File: src/rtl/sixbit_minmax_tracker.sv
// Streaming front-end for the 6-bit signed >= comparator: collects FRAME_LEN samples
// and reports the frame maximum and minimum, using the external comparator for every ordering decision.
module sixbit_minmax_tracker #(
  parameter int FRAME_LEN = 8,
  parameter int CNT_W     = 4
) (
  input  logic             clk,
  input  logic             reset,
  input  logic             in_valid,
  output logic             in_ready,
  input  logic [5:0]       in_data,
  input  logic             flush,
  output logic [5:0]       cmp_x,
  output logic [5:0]       cmp_y,
  input  logic             cmp_agteqb,
  output logic             out_valid,
  input  logic             out_ready,
  output logic [5:0]       out_max,
  output logic [5:0]       out_min,
  output logic [CNT_W-1:0] out_count
);

  localparam logic [CNT_W-1:0] FRAME_CNT = CNT_W'(FRAME_LEN);

  typedef enum logic [1:0] {ACCEPT, CMP_MAX, CMP_MIN, DONE} state_t;

  state_t           state, state_next;
  logic [CNT_W-1:0] counter;
  logic [5:0]       sample;
  logic [5:0]       max_q;
  logic [5:0]       min_q;
  logic             frame_full;

  assign frame_full = (counter == FRAME_CNT);

  always_ff @(posedge clk or posedge reset) begin
    if (reset) state <= ACCEPT;
    else       state <= state_next;
  end

  // flush aborts any partial frame, but a finished result is always delivered
  always_comb begin
    state_next = state;
    unique case (state)
      ACCEPT:  if (flush)         state_next = ACCEPT;
               else if (in_valid) state_next = CMP_MAX;
      CMP_MAX: state_next = flush ? ACCEPT : CMP_MIN;
      CMP_MIN: if (flush)           state_next = ACCEPT;
               else if (frame_full) state_next = DONE;
               else                 state_next = ACCEPT;
      DONE:    if (out_ready) state_next = ACCEPT;
      default: state_next = ACCEPT;
    endcase
  end

  always_comb begin
    in_ready  = 1'b0;
    out_valid = 1'b0;
    cmp_x     = 6'h00;
    cmp_y     = 6'h00;
    unique case (state)
      ACCEPT:  in_ready = 1'b1;
      CMP_MAX: begin
        cmp_x = sample;
        cmp_y = max_q;
      end
      CMP_MIN: begin
        cmp_x = min_q;
        cmp_y = sample;
      end
      DONE:    out_valid = 1'b1;
      default: ;
    endcase
  end

  // The result registers take the post-compare minimum directly, since min_q updates on the same edge
  always_ff @(posedge clk or posedge reset) begin
    if (reset) begin
      counter   <= '0;
      sample    <= 6'h00;
      max_q     <= 6'h00;
      min_q     <= 6'h00;
      out_max   <= 6'h00;
      out_min   <= 6'h00;
      out_count <= '0;
    end else begin
      unique case (state)
        ACCEPT: begin
          if (flush) begin
            counter <= '0;
          end else if (in_valid) begin
            sample  <= in_data;
            counter <= counter + 1'b1;
            if (counter == '0) begin
              max_q <= in_data;
              min_q <= in_data;
            end
          end
        end
        CMP_MAX: begin
          if (flush)           counter <= '0;
          else if (cmp_agteqb) max_q   <= sample;
        end
        CMP_MIN: begin
          if (flush) begin
            counter <= '0;
          end else begin
            if (cmp_agteqb) min_q <= sample;
            if (frame_full) begin
              out_max   <= max_q;
              out_min   <= cmp_agteqb ? sample : min_q;
              out_count <= FRAME_CNT;
            end
          end
        end
        DONE: begin
          if (out_ready) counter <= '0;
        end
        default: ;
      endcase
    end
  end

endmodule
File: config.mk
export PLATFORM = sky130hd
export DESIGN_NAME = sixbit_minmax_tracker
export DESIGN_NICKNAME = d
export VERILOG_FILES = /design/src/rtl/sixbit_minmax_tracker.sv
export SDC_FILE = /design/constraint.sdc
export NUM_CORES = 1
export LEC_CHECK = 0
export CAP_MARGIN = 20
export CORE_ASPECT_RATIO = 1.1
export CORE_MARGIN = 3
export CORE_UTILIZATION = 50
export CTS_BUF_LIST = sky130_fd_sc_hd__clkbuf_4
export DETAILED_ROUTE_END_ITERATION = 16
export GPL_ROUTABILITY_DRIVEN = 0
export GPL_TIMING_DRIVEN = 0
export PLACE_DENSITY = 0.78
export SYNTH_ARGS = -nofsm -noshare
export SYNTH_HDL_FRONTEND = slang
export SYNTH_SLANG_ARGS = --single-unit
File: constraint.sdc
create_clock -name clk -period 2 [get_ports clk]
set_input_delay 0.4 -clock clk [delete_from_list [all_inputs] [get_ports clk]]
set_output_delay 0.4 -clock clk [all_outputs]
set_load 0.02 [all_outputs]
; Word-level counts from Yosys, hierarchy flattened
; Cells that the tools add are included.
[op_classes]
n_addsub = 1
n_eq_ne = 13
mux = 25
n_bitwise = 1
reduce_logical = 11
[op_table]
columns = cell, count
row1 = case mux 6 bit (2 select lines), 4
row2 = two-way mux 6 bit, 7
row3 = two-way mux 4 bit, 4
row4 = inequality test 2 bit (second input constant), 7
row5 = two-way mux 2 bit, 6
row6 = case mux 4 bit (3 select lines), 1
row7 = AND reduction 3 bit, 3
row8 = case mux 2 bit (4 select lines), 1
row9 = AND reduction 6 bit, 1
row10 = AND reduction 5 bit, 1
row11 = adder 4 x 1 -> 4 bit (second input constant), 1
row12 = == test 2 bit (second input constant), 2
row13 = == test 4 bit (second input constant), 1
row14 = logical NOT 4 bit, 1
row15 = nonzero test 2 bit, 2
row16 = inequality test 3 bit (second input constant), 1
row17 = == test 2 x 1 -> 1 bit (second input constant), 1
row18 = logical NOT 2 bit, 1
row19 = two-way mux 1 bit, 2
row20 = inequality test 2 x 1 -> 1 bit (second input constant), 1
row21 = AND reduction 2 bit, 1
row22 = OR reduction 2 bit, 1
row23 = inverter 1 bit, 1
[totals]
ff_bits = 37
input_bits = 12
out_inout_bits = 30
word_cells = 59

; Longest topological paths before layout
; Gate-level depths: netlist of the first run.
[logic_depth]
depth_word = 5
ltp_mapped = 8

; Worst setup path before layout of the first run
; No wires, ideal clock.
[synth_timing]
kind = flip-flop to output port
start = register state[0]
end = output cmp_x[1]
arrival_time_ns = 1.527
t_required_ns = 1.600
setup_slack_ns = 0.073
stages_incl_launch_ff = 7
path_cell_list = dfrtp_1 > inv_1 > ha_1 > buf_2 > clkbuf_1 > a22oi_1 > nor2b_1
[synth_between]
elab_chain_len = 2
elab_cells_between_ends = 3
classes_between = eq/ne: 2 / mux: 1
[synth_rtl]
columns = element, line
row1 = start: declaration, 27  ; state_t state, state_next;
row2 = start signal: assignment, 38  ; else state <= state_next;
row3 = == test 2 bit / == test 2 x 1 -> 1 bit (equally long branches), 61  ; unique case (state)
row4 = case mux 6 bit (2 select lines) (*), 61
row5 = end: declaration, 13  ; output logic [5:0] cmp_x,
; Every way passes the cells marked *; elsewhere a longest branch is shown, timed or not.

; Worst setup path in the final report of the first run
[layout_timing]
start = register state[1]
end = output cmp_y[0]
[layout_between]
elab_chain_len = 2
elab_cells_between_ends = 3
classes_between = eq/ne: 2 / mux: 1
[layout_rtl]
columns = element, line
row1 = == test 2 bit / == test 2 x 1 -> 1 bit (equally long branches), 61
row2 = case mux 6 bit (2 select lines) (*), 61
row3 = end: declaration, 14  ; output logic [5:0] cmp_y,
; Marked as above.

==> results of run 1 <==
critical path, stage by stage (launching register included):
cell and delay (ns):
dfrtp_2 0.47, ha_4 0.21, clkbuf_16 0.17, a22oi_2 0.21
nor2b_1 0.08, buf_4 0.16
worst max-delay path by stage:
stage                              start       end  slack (ns)  cells past startpoint
detailed placement  state[0]$_DFFE_PP0P_  cmp_y[0]       -0.68                      7
global placement    state[0]$_DFFE_PP0P_  cmp_y[1]       -0.60                      7
floorplan           state[0]$_DFFE_PP0P_  cmp_x[1]        0.07                      6
global route        state[1]$_DFFE_PP0P_  cmp_y[0]       -0.11                      5
finish              state[1]$_DFFE_PP0P_  cmp_y[0]       -0.05                      5
CTS                 state[1]$_DFFE_PP0P_  cmp_y[0]       -0.06                      6
final cells by class:
type                       count  area share (%)
sequential                    37            32.7
multi-input combinational    130            40.2
clock buffer                   5            1.32
tap                           50            2.20
buffer                        11            4.85
clock inverter                 3           0.441
inverter                       7            1.01
timing repair buffer          52            17.3
power breakdown:
part / leakage (nW) / internal, W / switching [W]
clock network: 0.0300 / 0.000127 / 0.000246
logic: 0.770 / 0.00114 / 0.000992
registers: 0.470 / 0.000973 / 0.000279
total: 1.27 / 0.00224 / 0.00152
sequential cells by signal, indices dropped and copies added (netlist names):
register / flops
min_q: 6
state: 2
counter: 4
sample: 6
out_count: 1
max_q: 6
out_min: 6
out_max: 6
metal layers:
metal	wire, um	part of all wire (%)
met1	2120	38
met2	2990	54
met3	257	4.7
met4	165	3.0
met5	0	0
cell usage in the layout (no fill, tap or decap), drive strengths merged:
master	count
inv	7
nand3	4
nor2b	14
a31oi	1
o2bb2ai	2
clkdlybuf4s50	23
and3	1
nor2	8
ha	8
buf	31
o211a	1
nand2b	5
dlygate4sd2	2
nand2	9
mux2	30
mux2i	8
or3	1
clkbuf	12
conb	3
clkinv	3
dfrtp	37
nor3	2
a21oi	6
a22oi	12
a211oi	1
o21ai	12
nor3b	2
kinds of logic (layout without fill, tap and decap cells):
logic type	count (synthesis)	in the layout	synth area share [%]
AOI/OAI and AO/OA	35	35	11.3
muxes	38	38	21.4
DFF	37	37	45.3
and+or+nand+nor	46	46	12.4
adders and majority gates	8	8	4.90
other	1	3	0.184
buffers and inverters	19	78	4.59
through the flow:
| step | cells | cell area [um2] | total power, W |
|---|---|---|---|
| finish | 295 | 2840 | 0.00375 |
| global route | 295 | 2840 | 0.00395 |
| CTS | 295 | 2820 | 0.00361 |
| detailed placement | 274 | 2510 | 0.00280 |
| global placement | 273 | 2480 | 0.00271 |
| floorplan | 186 | 2050 | 0.00228 |
timing repair:
action                                  4_1_cts  5_1_grt
endpoints found under the setup margin       16       28
buffers inserted                             11        1
gates cloned                                  2        0
gates resized for setup                      99       10
pin swaps                                    12        4
endpoints found under the hold margin         0        0
==> flow_summary_export.csv, run 1 <==
group,metric,value,unit
yosys,synth_edf_count,0,
power_and_ir_drop,ir_drop,0.000928,V
yosys,async_reset_ff_share,100,%
timing,worst_pin_slew,0.631,ns
global_routing,top_usage_layer,"met2",
yosys,yosys.cell_count.top_type,"dfrtp_1",
clock_network,clock_path_buffers,2,
yosys,synthTopCellsByCount,"dfrtp_1, mux2_2, nor2b_1",
finish,diodes,0,
clock_network,cts_hold_buf,0,
floorplanning,core,3800,um2
worst_setup_path,start_kind,"flip-flop",
clock_network,insertion_delay,0.35,ns
floorplanning,num_io_pins,42,
clock_network,clk_pin_slew_worst_paths,0.10,ns
timing,max_clock_freq,489,MHz
placed_design,dp_hpwl,3500,um
global_routing,use_met3,6.32,%
worst_setup_path,worstReg2RegEnd,"min_q[3]$_DFFE_PP0P_",
timing,relSlewSlack,57.9,%
yosys,syn_inst,184,
power_and_ir_drop,power.static_leakage,1.27,nW
worst_setup_path,crit_fanout,5,
finish,final_core_util,74.7,%
yosys,yosys-top-cells-area,"dfrtp_1, mux2_2, ha_1",
finish,finalNetCount,264,
floorplanning,die_w,67.0,um
drt,drc,0,
drt,drt_iter0_markers,92,
yosys,yosysSeqAreaShare,45.3,%
floorplanning,die_area,4890,um2
placed_design,port-buffer-count,37,
placed_design,dp_worst_setup_slack,-0.676,ns
floorplanning,initial_core_util,53.8,%
floorplanning,dieHeight,73.0,um
worst_setup_path,end_kind,"output pin",
finish,regArea,927,um2
timing,fin_crit,2.05,ns
drt,vias,1668,
yosys,ys_ff_latch,37,
yosys,synth_top_area_share,45.3,%
worst_setup_path,cp_data_arrival_time,1.65,ns
worst_setup_path,reg2reg_depth,6,
clock_network,clkSinkCount,37,
timing,hold_viol,0,
worst_setup_path,timing.rr.start,"counter[0]$_DFFE_PP0P_",
clock_network,cts_buffers,5,
yosys,syn_area_per_cell,11.1,um2
timing,fin_ws,-0.0470,ns
clock_network,cts_root_buf,"clkbuf_4",
worst_setup_path,path_class,"reg -> out",
drt,via_per_inst,5.65,
yosys,yosysWarnings,0,
drt,firstDrtPassIters,5,
timing,fin_hold_ws,0.430,ns
timing,clock_skew,0.00937,ns
timing,finalSetupTns,-0.137,ns
finish,multiInputGateArea,1140,um2
timing,drv_slew,0,
run,cap_viol_max_count,0,
timing,setup_viol,5,
clock_network,cts_tree,"built",
finish,fillers,269,
yosys,yosys.cell_types.count,30,
drt,antenna_left,0,
worst_hold_path,min_path_type,"in -> async",
yosys,synth_largest_area_cell,"dfrtp_1",
global_routing,grt_pass1_wl,8840,um
power_and_ir_drop,p_per_area,1320,nW/um2
floorplanning,row_count,23,
finish,drive_gt1_share,40.4,%
drt,wl_per_cell,18.7,um
yosys,synth_area,2040,um2
global_routing,antenna_found_initial,0,
clock_network,htree_levels,2,
global_routing,grt_pass1_vias,1771,
worst_setup_path,crit_required,1.60,ns
outcome,violations,"setup timing",
drt,routed_wl,5530,um
outcome,outcome,"finished, violations left",
timing,rsz0062_at_grt,"yes",
global_routing,grt_usage,24.8,%
global_routing,grt_overflow,0,
worst_setup_path,ff2ff_setup_slack,0.04,ns
timing,fin_crit_sh,102,%
global_routing,grt_max_degree,25,
finish,syn2layout_area_growth,38.9,%
yosys,synth_flop_cell,"dfrtp_1",
global_routing,gr-usage-met2,44.4,%
global_routing,grt_util_met1,27.5,%
No activity file was read; power rests on OpenSTA's default activity.
==> run 2, diff against run 1 <==
--- a/config.mk
+++ b/config.mk
@@ -8,12 +8,11 @@
 export CAP_MARGIN = 20
 export CORE_ASPECT_RATIO = 1.1
 export CORE_MARGIN = 3
-export CORE_UTILIZATION = 50
+export CORE_UTILIZATION = 40
 export CTS_BUF_LIST = sky130_fd_sc_hd__clkbuf_4
 export DETAILED_ROUTE_END_ITERATION = 16
 export GPL_ROUTABILITY_DRIVEN = 0
 export GPL_TIMING_DRIVEN = 0
-export PLACE_DENSITY = 0.78
 export SYNTH_ARGS = -nofsm -noshare
 export SYNTH_HDL_FRONTEND = slang
 export SYNTH_SLANG_ARGS = --single-unit
==> flow_summary_export.csv, run 2 (synthesis gave the netlist of run 1 again) <==
group,metric,value,unit
outcome,outcome,"finished, violations left",
outcome,violations,"setup timing",
worst_hold_path,min_path_type,"reg -> reg",
worst_setup_path,crit_fanout,5,
power_and_ir_drop,p_switching,0.00149,W
worst_setup_path,crit_required,1.60,ns
finish,final_core_util,59.8,%
timing,fin_crit,2.07,ns
drt,antenna_left,0,
worst_setup_path,end_kind,"output pin",
worst_setup_path,cp_data_arrival_time,1.67,ns
drt,routed_wl,5330,um
drt,wl_per_cell,17.5,um
global_routing,grt_pass1_vias,1665,
timing,relSlewSlack,46.9,%
power_and_ir_drop,ir_drop,0.000594,V
finish,syn2layout_area_growth,40.0,%
power_and_ir_drop,pwr-share-clk,10.4,%
worst_setup_path,startpoint,"state[0]$_DFFE_PP0P_",
timing,rsz0062_at_grt,"yes",
timing,clock_skew,0.0102,ns
timing,max_clock_freq,483,MHz
power_and_ir_drop,power.static_leakage,1.28,nW
timing,fin_crit_sh,104,%
floorplanning,dieHeight,81.0,um
power_and_ir_drop,seqPwrFrac,32.5,%
worst_setup_path,timing.rr.start,"state[0]$_DFFE_PP0P_",
finish,fillers,405,
placed_design,placed_area,2490,um2
drt,drt_iter0_markers,59,
timing,fin_hold_ws,0.493,ns
placed_design,port-buffer-count,37,
floorplanning,row_count,26,
finish,finalNetCount,267,
drt,firstDrtPassIters,4,
floorplanning,initial_core_util,42.7,%
timing,setup_viol,8,
power_and_ir_drop,p_int,0.00226,W
global_routing,grt_overflow,0,
timing,worst_pin_slew,0.795,ns
global_routing,grt_usage,19.0,%
clock_network,cts_root_buf,"clkbuf_4",
floorplanning,die_w,74.1,um
finish,design_area,2860,um2
floorplanning,core,4780,um2
global_routing,grt_pass1_wl,8560,um
clock_network,clk_pin_slew_worst_paths,0.12,ns
worst_setup_path,start_kind,"flip-flop",
clock_network,clkSinkCount,37,
power_and_ir_drop,p_comb_share,57.0,%
finish,diodes,0,
clock_network,cts_tree,"built",
drt,drc,0,
placed_design,dp_hpwl,3520,um
clock_network,htree_levels,2,
power_and_ir_drop,p_per_area,1310,nW/um2
run,cap_viol_max_count,0,
timing,finalSetupTns,-0.170,ns
clock_network,insertion_delay,0.34,ns
timing,hold_viol,0,
worst_setup_path,path_class,"reg -> out",
drt,vias,1611,
timing,fin_ws,-0.0723,ns
floorplanning,num_io_pins,42,
finish,drive_gt1_share,42.3,%
power_and_ir_drop,switching_share,39.6,%
finish,layout_common_cells,"dfrtp_1, buf_4, mux2_2",
worst_hold_path,min-delay-start,"out_count[3]$_DFFE_PP0P_",
global_routing,antenna_found_initial,0,
clock_network,clock_path_buffers,2,
clock_network,cts_hold_buf,0,
clock_network,cts_buffers,5,
floorplanning,die_area,6000,um2
finish,layout.cells.most_common,"dfrtp_1",
drt,via_per_inst,5.30,
global_routing,grt_max_degree,38,
timing,drv_slew,0,
run 2: cell types whose count changed in the layout (fill, tap and decap cells not counted), sizes merged:
| cell | delta |
|---|---|
| dlygate4sd2 | -1 |
| buf | +4 |
run 2: worst paths after layout:
| path | end | slack, ns | cells after the start |
|---|---|---|---|
| min in group asynchronous | out_min[1]$_DFFE_PP0P_ | 0.51 | 2 |
| hold / removal | out_count[3]$_DFFE_PP0P_ | 0.49 | 1 |
| setup / recovery | cmp_y[0] | -0.07 | 6 |
| max in group asynchronous | min_q[5]$_DFFE_PP0P_ | 0.99 | 2 |
| setup reg to reg | max_q[3]$_DFFE_PP0P_ | 0.02 | 8 |
| hold reg to reg | out_count[3]$_DFFE_PP0P_ | 0.49 | 1 |
run 2: through the flow:
stage / total power, W / instances / setup WS (ns)
floorplan: 0.00228 / 186 / 0.0727
global placement: 0.00274 / 279 / -0.649
detailed placement: 0.00281 / 279 / -0.740
CTS: 0.00357 / 297 / -0.118
global route: 0.00398 / 304 / -0.176
finish: 0.00375 / 304 / -0.0723
run 2: layout make-up:
| cell class | count | area (um2) | area share, % |
|---|---|---|---|
| Timing Repair Buffer | 55 | 494 | 17.3 |
| Clock inverter | 3 | 12.5 | 0.437 |
| Buffer | 11 | 140 | 4.90 |
| Tap cell | 56 | 70.1 | 2.45 |
| Inverter | 7 | 26.3 | 0.918 |
| Clock buffer | 5 | 37.5 | 1.31 |
| Multi-Input combinational cell | 130 | 1150 | 40.4 |
| Sequential cell | 37 | 926 | 32.4 |
run 2: critical path, cell delays in order, from the launching register on:
cell and delay [ns]:
dfrtp_1 0.43, inv_2 0.13, ha_4 0.20, clkbuf_16 0.16, a22oi_2 0.07, nor2b_1 0.17, buf_4 0.17
run 2: per-layer routing:
metal	vias up	routed length, um	GRT usage, %
met5	-	0	0
met4	0	24	5.43
met3	2	204	4.70
met2	34	2780	32.8
met1	807	2310	23.2
li1	768	-	-
run 2: power groups by stage:
stage               combinational, W  clock (W)  sequential (W)
finish                       0.00214   0.000392         0.00122
global route                 0.00230   0.000430         0.00125
CTS                          0.00195   0.000401         0.00122
detailed placement           0.00161          0         0.00120
global placement             0.00157          0         0.00117
floorplan                    0.00115          0         0.00113
run 2: what timing repair did:
action	in CTS	in global routing
buffers inserted	9	7
cloned	1	1
resized for setup	101	13
endpoints found under the setup margin	21	25
pin swaps	11	4
